$ cat config.mk
export PLATFORM = sky130hd
export DESIGN_NAME = seq_mult8
export DESIGN_NICKNAME = d
export VERILOG_FILES = /design/src/rtl/seq_mult8_pkg.sv /design/src/rtl/array4.sv /design/src/rtl/seq_mult8.sv
export SDC_FILE = /design/constraint.sdc
export NUM_CORES = 1
export LEC_CHECK = 0
export CAP_MARGIN = 20
export CORE_MARGIN = 2
export CORE_UTILIZATION = 40
export CTS_CLUSTER_SIZE = 10
export DETAILED_ROUTE_END_ITERATION = 7
export PLACE_DENSITY_LB_ADDON = 0.12
export SLEW_MARGIN = 10
export SYNTH_ARGS = -nofsm -noshare
export SYNTH_HDL_FRONTEND = slang
export SYNTH_SLANG_ARGS = --single-unit
$ cat constraint.sdc
create_clock -name clk_i -period 6 [get_ports clk_i]
set_clock_uncertainty 0.15 [all_clocks]
set_input_delay 1.2 -clock clk_i [delete_from_list [all_inputs] [get_ports clk_i]]
set_output_delay 1.2 -clock clk_i [all_outputs]
set_load 0.02 [all_outputs]
$ cat src/rtl/seq_mult8_pkg.sv
// Shared types and constants for the nibble-serial 8x8 multiplier.
package seq_mult8_pkg;

    localparam int unsigned NIB_W  = 4;
    localparam int unsigned OP_W   = 8;
    localparam int unsigned PROD_W = 16;

    localparam logic [3:0] SHIFT_PP0 = 4'd0;
    localparam logic [3:0] SHIFT_PP1 = 4'd4;
    localparam logic [3:0] SHIFT_PP2 = 4'd4;
    localparam logic [3:0] SHIFT_PP3 = 4'd8;

    typedef enum logic [2:0] {
        StIdle,
        StPp0,
        StPp1,
        StPp2,
        StPp3,
        StDone
    } mult_state_t;

    // Left shift applied to the partial product produced in a given state.
    function automatic logic [3:0] pp_shift(input mult_state_t st);
        logic [3:0] sh;
        sh = SHIFT_PP0;
        case (st)
            StPp1:   sh = SHIFT_PP1;
            StPp2:   sh = SHIFT_PP2;
            StPp3:   sh = SHIFT_PP3;
            default: sh = SHIFT_PP0;
        endcase
        return sh;
    endfunction

endpackage

$ cat src/rtl/array4.sv
// Existing combinational 4x4 unsigned array multiplier.
module array4 (
    input  logic [3:0] X,
    input  logic [3:0] Y,
    output logic [7:0] Z
);

    assign Z = {4'b0000, X} * {4'b0000, Y};

endmodule

$ cat src/rtl/seq_mult8.sv
// 8x8 unsigned multiplier that reuses one array4 across four nibble-pair cycles,
// with valid/ready handshakes on operand and result sides.
module seq_mult8
    import seq_mult8_pkg::*;
(
    input  logic              clk_i,
    input  logic              rst_ni,
    input  logic              in_valid_i,
    output logic              in_ready_o,
    input  logic [OP_W-1:0]   a_i,
    input  logic [OP_W-1:0]   b_i,
    output logic              out_valid_o,
    input  logic              out_ready_i,
    output logic [PROD_W-1:0] p_o,
    output logic              busy_o
);

    mult_state_t         state_q;
    logic [OP_W-1:0]     a_q;
    logic [OP_W-1:0]     b_q;
    logic [PROD_W-1:0]   acc_q;
    logic                out_valid_q;
    logic                busy_q;

    logic [NIB_W-1:0]    x_nib;
    logic [NIB_W-1:0]    y_nib;
    logic [2*NIB_W-1:0]  pp;
    logic [PROD_W-1:0]   pp_shifted;
    logic [PROD_W-1:0]   acc_sum;

    // Nibble selects come only from registered operands, never from the input ports.
    always_comb begin
        x_nib = a_q[NIB_W-1:0];
        y_nib = b_q[NIB_W-1:0];
        case (state_q)
            StPp1: x_nib = a_q[OP_W-1:NIB_W];
            StPp2: y_nib = b_q[OP_W-1:NIB_W];
            StPp3: begin
                x_nib = a_q[OP_W-1:NIB_W];
                y_nib = b_q[OP_W-1:NIB_W];
            end
            default: ;
        endcase
    end

    array4 u_array4 (
        .X (x_nib),
        .Y (y_nib),
        .Z (pp)
    );

    assign pp_shifted = {{(PROD_W - 2*NIB_W){1'b0}}, pp} << pp_shift(state_q);
    assign acc_sum    = acc_q + pp_shifted;

    always_ff @(posedge clk_i or negedge rst_ni) begin
        if (!rst_ni) begin
            state_q     <= StIdle;
            a_q         <= '0;
            b_q         <= '0;
            acc_q       <= '0;
            out_valid_q <= 1'b0;
            busy_q      <= 1'b0;
        end else begin
            case (state_q)
                StIdle: begin
                    if (in_valid_i) begin
                        a_q     <= a_i;
                        b_q     <= b_i;
                        acc_q   <= '0;
                        state_q <= StPp0;
                        busy_q  <= 1'b1;
                    end
                end
                StPp0: begin
                    acc_q   <= pp_shifted;
                    state_q <= StPp1;
                end
                StPp1: begin
                    acc_q   <= acc_sum;
                    state_q <= StPp2;
                end
                StPp2: begin
                    acc_q   <= acc_sum;
                    state_q <= StPp3;
                end
                StPp3: begin
                    acc_q       <= acc_sum;
                    state_q     <= StDone;
                    out_valid_q <= 1'b1;
                end
                StDone: begin
                    if (out_ready_i) begin
                        state_q     <= StIdle;
                        out_valid_q <= 1'b0;
                        busy_q      <= 1'b0;
                    end
                end
                default: begin
                    state_q     <= StIdle;
                    out_valid_q <= 1'b0;
                    busy_q      <= 1'b0;
                end
            endcase
        end
    end

    assign in_ready_o  = (state_q == StIdle);
    assign out_valid_o = out_valid_q;
    assign busy_o      = busy_q;
    assign p_o         = acc_q;

endmodule

-- Word-level counts from Yosys, hierarchy flattened
Index checks and enable logic that the tools add are counted.
Widths: inputs -> output; s select.
- register bits after elaboration: 37
- input port bits: 20
- output and inout bits: 19
- logic and storage cells: 43
- add/subtract/negate cells: 1
- multipliers: 1
- equality and inequality tests: 7
- shift-type cells: 1
- muxes and demuxes: 12
- bitwise operators: 2
- reduce and logical (&&, ||, !) cells: 13
- operators with widths (kind ; count):
    $pmux 16 s3 ; 1
    $pmux 3 s6 ; 1
    $add 16x16->16 ; 1
    $mux 16 ; 1
    $shl 8x4->16 ; 1
    $mul 4x4->8 ; 1
    $mux 4 ; 2
    $pmux 4 s2 ; 1
    $reduce_and 2->1 ; 4
    $reduce_or 4->1 ; 2
    $eq 3x2->1 const B ; 2
    $eq 3x3->1 const B ; 2
    $mux 3 ; 2
    $pmux 1 s3 ; 2
    $reduce_or 2->1 ; 3
    $ne 2x2->1 const B ; 2
    $eq 3x1->1 const B ; 1
    $logic_not 3->1 ; 1
    $reduce_and 3->1 ; 1
    $reduce_bool 3->1 ; 1
    $reduce_or 3->1 ; 1
    $mux 1 ; 2
    $not 1->1 ; 2

-- Longest topological paths before layout
- depth in word-level cells: 7
- mapped depth: 24

-- Cells and area by module
Synthesis repeated with hierarchy kept, for this count alone.
- cells, all modules: 357
- area total of the unflattened synthesis: 3301.9 um2
- by module, submodules not included (module ; times used ; cells an instance ; area each (um2) ; seq. area each (um2)):
    seq_mult8 ; 1 ; 306 ; 2837.7 ; 925.9
    array4 ; 1 ; 51 ; 464.2 ; 0.0

-- Worst setup path after synthesis
Ideal clock, no wire load.
- kind: flip-flop to flip-flop
- start: reg state_q[0]
- end: reg acc_q[14], in the netlist p_o[14]
- arrival time: 5351 ps
- slack: 377 ps
- stages on the path, launching flop included: 21
- path buffers: 2
- period minus slack after synthesis: 5623 ps
- path through: dfrtp_1 > buf_2 > nor2_1 > nand2_1 > clkbuf_1 > o221ai_1 > or2_1 > fa_1 > inv_1 > fa_1 > ha_1 > a211oi_1 > nor4b_1 > a2111oi_4 > o22ai_1 > ha_1 > a21o_1 > a21o_1 > a221o_1 > or3_1 > a32o_1
- cells in the longest elaborated chain, start to end: 7
- ends and longest elaborated chain (what ; RTL line ; text):
    start: declaration ; seq_mult8.sv:18 ; mult_state_t state_q;
    start signal: assignment ; seq_mult8.sv:57 ; state_q <= StIdle;
    start signal: assignment ; seq_mult8.sv:70 ; state_q <= StPp0;
    start signal: assignment ; seq_mult8.sv:76 ; state_q <= StPp1;
    $eq 3x3->1 or $eq 3x2->1 (tied branches) ; seq_mult8_pkg.sv:26, seq_mult8.sv:35, seq_mult8.sv:64 ;
    $reduce_or 2->1 (no line) ; -- ;
    $mux 4 ; seq_mult8.sv:35 ; case (state_q)
    $mul 4x4->8 ; array4.sv:8 ; assign Z = {4'b0000, X} * {4'b0000, Y};
    $shl 8x4->16 ; seq_mult8.sv:52 ; assign pp_shifted = {{(PROD_W - 2*NIB_W){1'b0}}, pp} << pp_shift(state_q);
    $add 16x16->16 ; seq_mult8.sv:53 ; assign acc_sum = acc_q + pp_shifted;
    $pmux 16 s3 ; seq_mult8.sv:64 ; case (state_q)
    end signal: assignment ; seq_mult8.sv:75 ; acc_q <= pp_shifted;
    end signal: assignment ; seq_mult8.sv:79 ; acc_q <= acc_sum;
    end signal: assignment ; seq_mult8.sv:83 ; acc_q <= acc_sum;
    end: declaration ; seq_mult8.sv:21 ; logic [PROD_W-1:0] acc_q;
Several ways; a longest one is shown, not always the timed one.
A chain may end at the register's enable or synchronous reset.

-- Final worst setup path
- start: reg state_q[2]
- end: reg acc_q[15], in the netlist p_o[15]
The elaborated chain is that of the path after synthesis.

==> metrics.txt <==
Starting Density=41.3%; sequential share of the synthesized area=30.9%; layout cells sized above 1=13.1%; R2R Setup Slk=0.37 ns; R2R depth=21; ant diodes=0; TritonCTS Buffers=5; RSZ-0062 raised after global routing=yes; routability cong.=0.851; endpoint kind of the worst setup timing path=flop; CTS max path bufs=2; CTS tree=done; cell count after synthesis=322; Finished Core Util=51.9%; 1st-iter DRT viols=98; I/O Pins=39; first-pass GRT wire length=12200 µm; Post-synth top cells=dfrtp_1, nor2_1, ha_1; total global routing overflow=0; clock slew at the register clock pins of the worst setup and hold paths=0.09 ns; post-route cell area=3760 µm²; HP Class=flop to flop; remaining antenna violation count=0; Overall Global Routing Usage=18.3%; P&R area growth vs syn=25.5%; Max Clock Freq=177 MHz; Cell Rows=31; status=finished, final reports clean; Hold EP=a_q[4]; cell taking the most area after synthesis=dfrtp_1; Final setup viols=0; Via Count=2562; die area=8210 µm²; post-synth top area share=30.9%; Die X=90.6 µm; Netlist cell types=62; Remaining DRCs=0; crit share post-route=93.9%; WS Path Type=flop to flop; Slew @ Worst Pin=0.852 ns; number of global-route vias before repair=2570; DR pass1 iterations=4; r2r endpoint=p_o[15]; pin count of the biggest net entering global routing=38; total nets after synthesis=374; Post-synth EDFFs=0; Cell Area, Placed=3570 µm²; Port Buffers=38; synthesized area per cell=9.31 µm²; Cell Area, Synth=3000 µm²; worst hold path stage count=1; DP HPWL=5540 µm; max_slew headroom=43.2%; H-tree depth=2; Via density=5.42; post-place setup slack=0.117 ns; Worst EP arrival=5.67 ns; worst path required time=6.04 ns; # hold bufs at CTS=0; reg-to-reg startpoint=state_q[2]; Final Hold Vio Count=0; Synth Register Bits=37; DRT Wirelength=7240 µm; Routed wire per std cell=15.3 µm; maximum fanout along the worst path=8; fin crit period=5.63 ns; Hold Crit Start=a_q[4]; yosys warns=0; slack of the critical path=0.365 ns; Core Area=7250 µm²; Area contributors post-synth=dfrtp_1, ha_1, nor2_1; Nets=425; predominant post-synthesis flop cell=dfrtp_1; Chip Height=90.6 µm; most frequent cell after synthesis=dfrtp_1; critical path startpoint category=flop; fin. max-slew vios=0; Sinks on Clock Net=37; max-cap violations=0; Root Buffer=clkbuf_8; initial antenna violation count=0; Clock Latency Late Sink=0.30 ns; fraction of registers with async set/reset=100%
## logic make-up (layout without fill, tap and decap cells)
| kind of cell | count (synthesis) | in the layout | synth area share, % |
|---|---|---|---|
| buffers and inverters | 27 | 79 | 3.55 |
| XOR/XNOR | 11 | 11 | 3.21 |
| multiplexers | 23 | 23 | 8.39 |
| AND/OR/NAND/NOR | 96 | 96 | 15.6 |
| adder cells (fa/ha/maj) | 32 | 32 | 14.6 |
| flip-flops | 37 | 37 | 30.9 |
| AO/OA/AOI/OAI | 96 | 96 | 23.7 |
## layout by cell type (no fill, tap or decap), types with 3 or more instances in the layout
cell type,instances
clkdlybuf4s50_1,37
nor2_1,36
dfrtp_1,35
ha_1,26
nand2_1,23
buf_4,17
inv_1,14
a21oi_1,12
o21ai_1,11
a21o_1,11
mux2_1,11
o21ai_0,9
o221ai_1,7
nor3_1,6
xor2_1,6
o21a_1,6
mux2_2,6
clkbuf_8,6
mux2i_1,5
xnor2_1,5
and3_1,5
fa_1,5
nor2b_1,4
o31ai_1,4
and2_1,4
or2_1,3
a22oi_1,3
## worst max-delay path, cell delays in order, from the launching register on
cell and delay, ns:
dfrtp_2 0.46, nand2b_2 0.25, a21oi_4 0.23, mux2i_1 0.17, or2_1 0.26, fa_1 0.52
inv_1 0.06, fa_1 0.57, inv_1 0.07, fa_1 0.45, nor2b_1 0.13, o21a_1 0.13
o21ai_0 0.10, a31oi_1 0.24, nor2_1 0.10, ha_4 0.28, a21o_1 0.22, a211oi_4 0.22
o21ai_2 0.15, a211o_1 0.31, nor3b_1 0.15, o32a_1 0.32
## repair_timing
item                                    in CTS  in global routing
gates resized for setup                      0                 11
setup buffers                                0                  1
endpoints found under the setup margin       0                  5
## area by class of cell
| class | count | area, µm² |
|---|---|---|
| clock buffers | 6 | 82.6 |
| flip-flops and latches | 37 | 928 |
| repair buffers | 55 | 503 |
| multi-input cells | 258 | 2030 |
| clock inverters | 2 | 37.5 |
| well taps | 99 | 124 |
| inverters | 16 | 60.1 |
| fillers | 715 | 3490 |
## worst max-delay path by stage
stage	slack [ns]	cells after the start	endpoint	startpoint
after global placement	0.24	21	p_o[15]	state_q[2]
after floorplan	0.38	20	p_o[14]	state_q[0]
after CTS	0.07	21	p_o[15]	state_q[2]
final	0.37	21	p_o[15]	state_q[2]
after global routing	-0.01	21	p_o[15]	state_q[2]
after detailed placement	0.12	21	p_o[15]	state_q[2]
## layer usage
layer,global-route usage [%],share of wire [%],vias to the layer above
li1,-,-,1284
met1,23.2,45,1222
met2,32.4,50,48
met3,2.67,3.3,8
met4,5.13,1.3,0
met5,0,0,-
## registers in the layout, summed over array words and instances (netlist names)
signal / flops
a_q: 8
b_q: 8
busy_o: 1
out_valid_o: 1
p_o: 16
state_q: 3
## metrics by stage
| step | cells | TNS, ns | hold WS [ns] |
|---|---|---|---|
| after global placement | 464 | 0 | 0.322 |
| after detailed placement | 464 | 0 | 0.326 |
| after global routing | 473 | -0.0102 | 0.359 |
| after floorplan | 322 | 0 | 0.307 |
| final | 473 | 0 | 0.340 |
| after CTS | 472 | 0 | 0.345 |
Power is left out: the tool's default activity adds up to more than one toggle a clock period on the data nets, which glitch-free logic cannot reach.
==> RTL edit, RTL diff (config.mk and constraints unchanged) <==
Re-encode `mult_state_t` (6 states) as one-hot, 6 bits wide.
--- a/src/rtl/seq_mult8_pkg.sv
+++ b/src/rtl/seq_mult8_pkg.sv
@@ -11,11 +11,11 @@
     localparam logic [3:0] SHIFT_PP3 = 4'd8;
 
-    typedef enum logic [2:0] {
-        StIdle,
-        StPp0,
-        StPp1,
-        StPp2,
-        StPp3,
-        StDone
+    typedef enum logic [5:0] {
+        StIdle = 6'b000001,
+        StPp0  = 6'b000010,
+        StPp1  = 6'b000100,
+        StPp2  = 6'b001000,
+        StPp3  = 6'b010000,
+        StDone = 6'b100000
     } mult_state_t;
 
Behaviour: no difference found for any inputs over 4 cycles, from zero or initial values and one cycle with rst_ni low; so few cycles prove little.
==> RTL edit against the unedited design <==
Die area shrank 0.44%; sequential cell count grew 3; setup slack lost 130 ps; largest cell class unchanged; cell area shrank 0.53%; count of clock-buffer cells in the layout shrank 1; routed wire length shrank 4.2%; fmax shrank 2.3%; area after synthesis shrank 0.46%; via count shrank 5.2%.
==> RTL edit: results (changes against the unedited design) <==
DPL Wire Length: 5190 µm (-6.4%)
routed vias: 2428 (-5.2%)
Synth Warn #: 0 (unchanged)
Yosys cell types: 56 (-9.7%)
Area contributors post-synth: dfrtp_1, ha_1, mux2_2, xnor2_1, nor2_1
fill count: 691 (-3.4%)
layout cells sized above 1: 0.199 (+0.0684)
CP Max Fanout: 6 (-2)
diode count: 0 (unchanged)
Post-Route Setup TNS: 0 ps (unchanged)
Compound-Gate Fraction of Synth Area: 0.180 (-0.0572)
sequential share of the synthesized area: 0.336 (+0.0270)
NumNets Final: 402 (-5.4%)
IO buf count: 38 (unchanged)
clk_lat worst skew: 300 ps (about the same)
Lkg Pwr: 1.79 nW
Synth Net Count: 350 (-6.4%)
slew margin rel.: 0.383 (-0.0487)
CTS clk-pin slew, worst paths: 80 ps
multiplexer area fraction after synthesis: 0.104 (+0.0197)
max reg flops: 16 (unchanged)
Detailed Route Iter0 Violations: 96 (-2.0%)
Hold Path Origin: b_q[2]
CTS H-tree depth: 2 (unchanged)
largest net degree at the start of global routing: 41 (+7.9%)
Worst VDD drop: 0.000352 V
CTS buffer count: 5 (unchanged)
FFs w/ async S/R, synth: 1.00 (unchanged)
adder and majority gate portion of the synthesized area: 0.147 (+0.000673)
WL/cell: 15.4 µm (+0.74%)
GRT Total Usage: 0.168 (-0.0149)
root buffer cell: clkbuf_8
vias in the first global route: 2332 (-9.3%)
r2r endpoint: p_o[13]
flop2flop setup slack: 230 ps (-130 ps)
first-pass GRT wire length: 11200 µm (-8.3%)
Detailed Routing Iterations Pass 1: 4 (unchanged)
Worst setup EP type: flop
status: complete, no violations
Min-Delay Path Class: flop to flop
post-synthesis xor/xnor area fraction: 0.0528 (+0.0207)
CTS Buffer Depth: 2 (unchanged)
initial antenna violation count: 0 (unchanged)
Placed Area: 0.00356 mm² (-0.46%)
gpl congestion: 0.915 (+7.6%)
list of most frequent post-synthesis cells: dfrtp_1, nor2_1, ha_1
worst reg2reg path depth: 21 (unchanged)
CP Launch Point: state_q[2]
-- RTL edit: final cells by class --
cell class / count / area [µm²] / area share
multi-input cells: 236 / 1980 / 0.530
flip-flops and latches: 40 / 1000 / 0.268
repair buffers: 54 / 495 / 0.132
well taps: 99 / 124 / 0.0331
clock buffers: 5 / 68.8 / 0.0184
inverters: 13 / 48.8 / 0.0130
clock inverters: 3 / 18.8 / 0.00501
-- RTL edit: cell families (layout without fill, tap and decap cells) --
group | after synthesis | in the layout
multiplexers | 28 | 28
AO/OA/AOI/OAI | 70 | 70
XOR/XNOR | 18 | 18
buffers and inverters | 22 | 75
flip-flops | 40 | 40
AND/OR/NAND/NOR | 88 | 88
adder cells (fa/ha/maj) | 32 | 32
-- RTL edit: per-stage QoR --
step / instances / hold WS (ps) / power (mW) / setup WS, ps
finish: 450 / 348 / 2.35 / 234
global route: 450 / 371 / 2.53 / -5.48
CTS: 448 / 351 / 2.31 / 82.8
detailed placement: 440 / 331 / 2.10 / -62.2
global placement: 440 / 335 / 2.09 / 51.1
floorplan: 298 / 314 / 1.61 / 200
-- RTL edit: how the worst min path moves through the flow --
| stage | end | slack, ps | cells after the start |
|---|---|---|---|
| floorplan | b_q[5] | 310 | 1 |
| global placement | busy_o | 330 | 1 |
| detailed placement | b_q[7] | 330 | 1 |
| CTS | b_q[7] | 350 | 1 |
| global route | a_q[3] | 370 | 1 |
| finish | b_q[2] | 350 | 1 |
-- RTL edit: power breakdown --
| group | total, mW | switching, mW | internal (mW) |
|---|---|---|---|
| combinational | 1.74 | 0.938 | 0.803 |
| clock | 0.183 | 0.102 | 0.0812 |
| sequential | 0.422 | 0.0627 | 0.359 |
| total | 2.35 | 1.10 | 1.24 |
-- RTL edit: what timing repair did --
action | 4_1_cts | 5_1_grt
gates resized for setup | 3 | 16
pin swaps | 0 | 7
gates cloned | 0 | 0
buffers inserted | 0 | 2
endpoints found under the setup margin | 3 | 3
-- RTL edit: per-layer routing --
metal / share of wire / global-route usage / up-vias
met5: 0 / 0 / -
met4: 0.015 / 0.0628 / 0
met3: 0.045 / 0.0359 / 9
met2: 0.44 / 0.246 / 57
met1: 0.50 / 0.244 / 1165
li1: - / - / 1197
-- RTL edit: worst max-delay path, stage by stage, from the launching register on --
cell and delay (ps):
dfrtp_1 450, xnor2_1 150, or3_4 410, mux2i_2 190, or2_2 300, fa_1 540
inv_1 60, fa_2 580, ha_4 210, a211oi_2 250, nor3_1 80, or3b_2 450
mux2i_1 190, nor2_1 60, ha_1 200, and2_1 160, o21bai_1 160, or4_4 460
o21ai_4 160, o21ai_0 110, xnor2_1 140, a22o_1 170
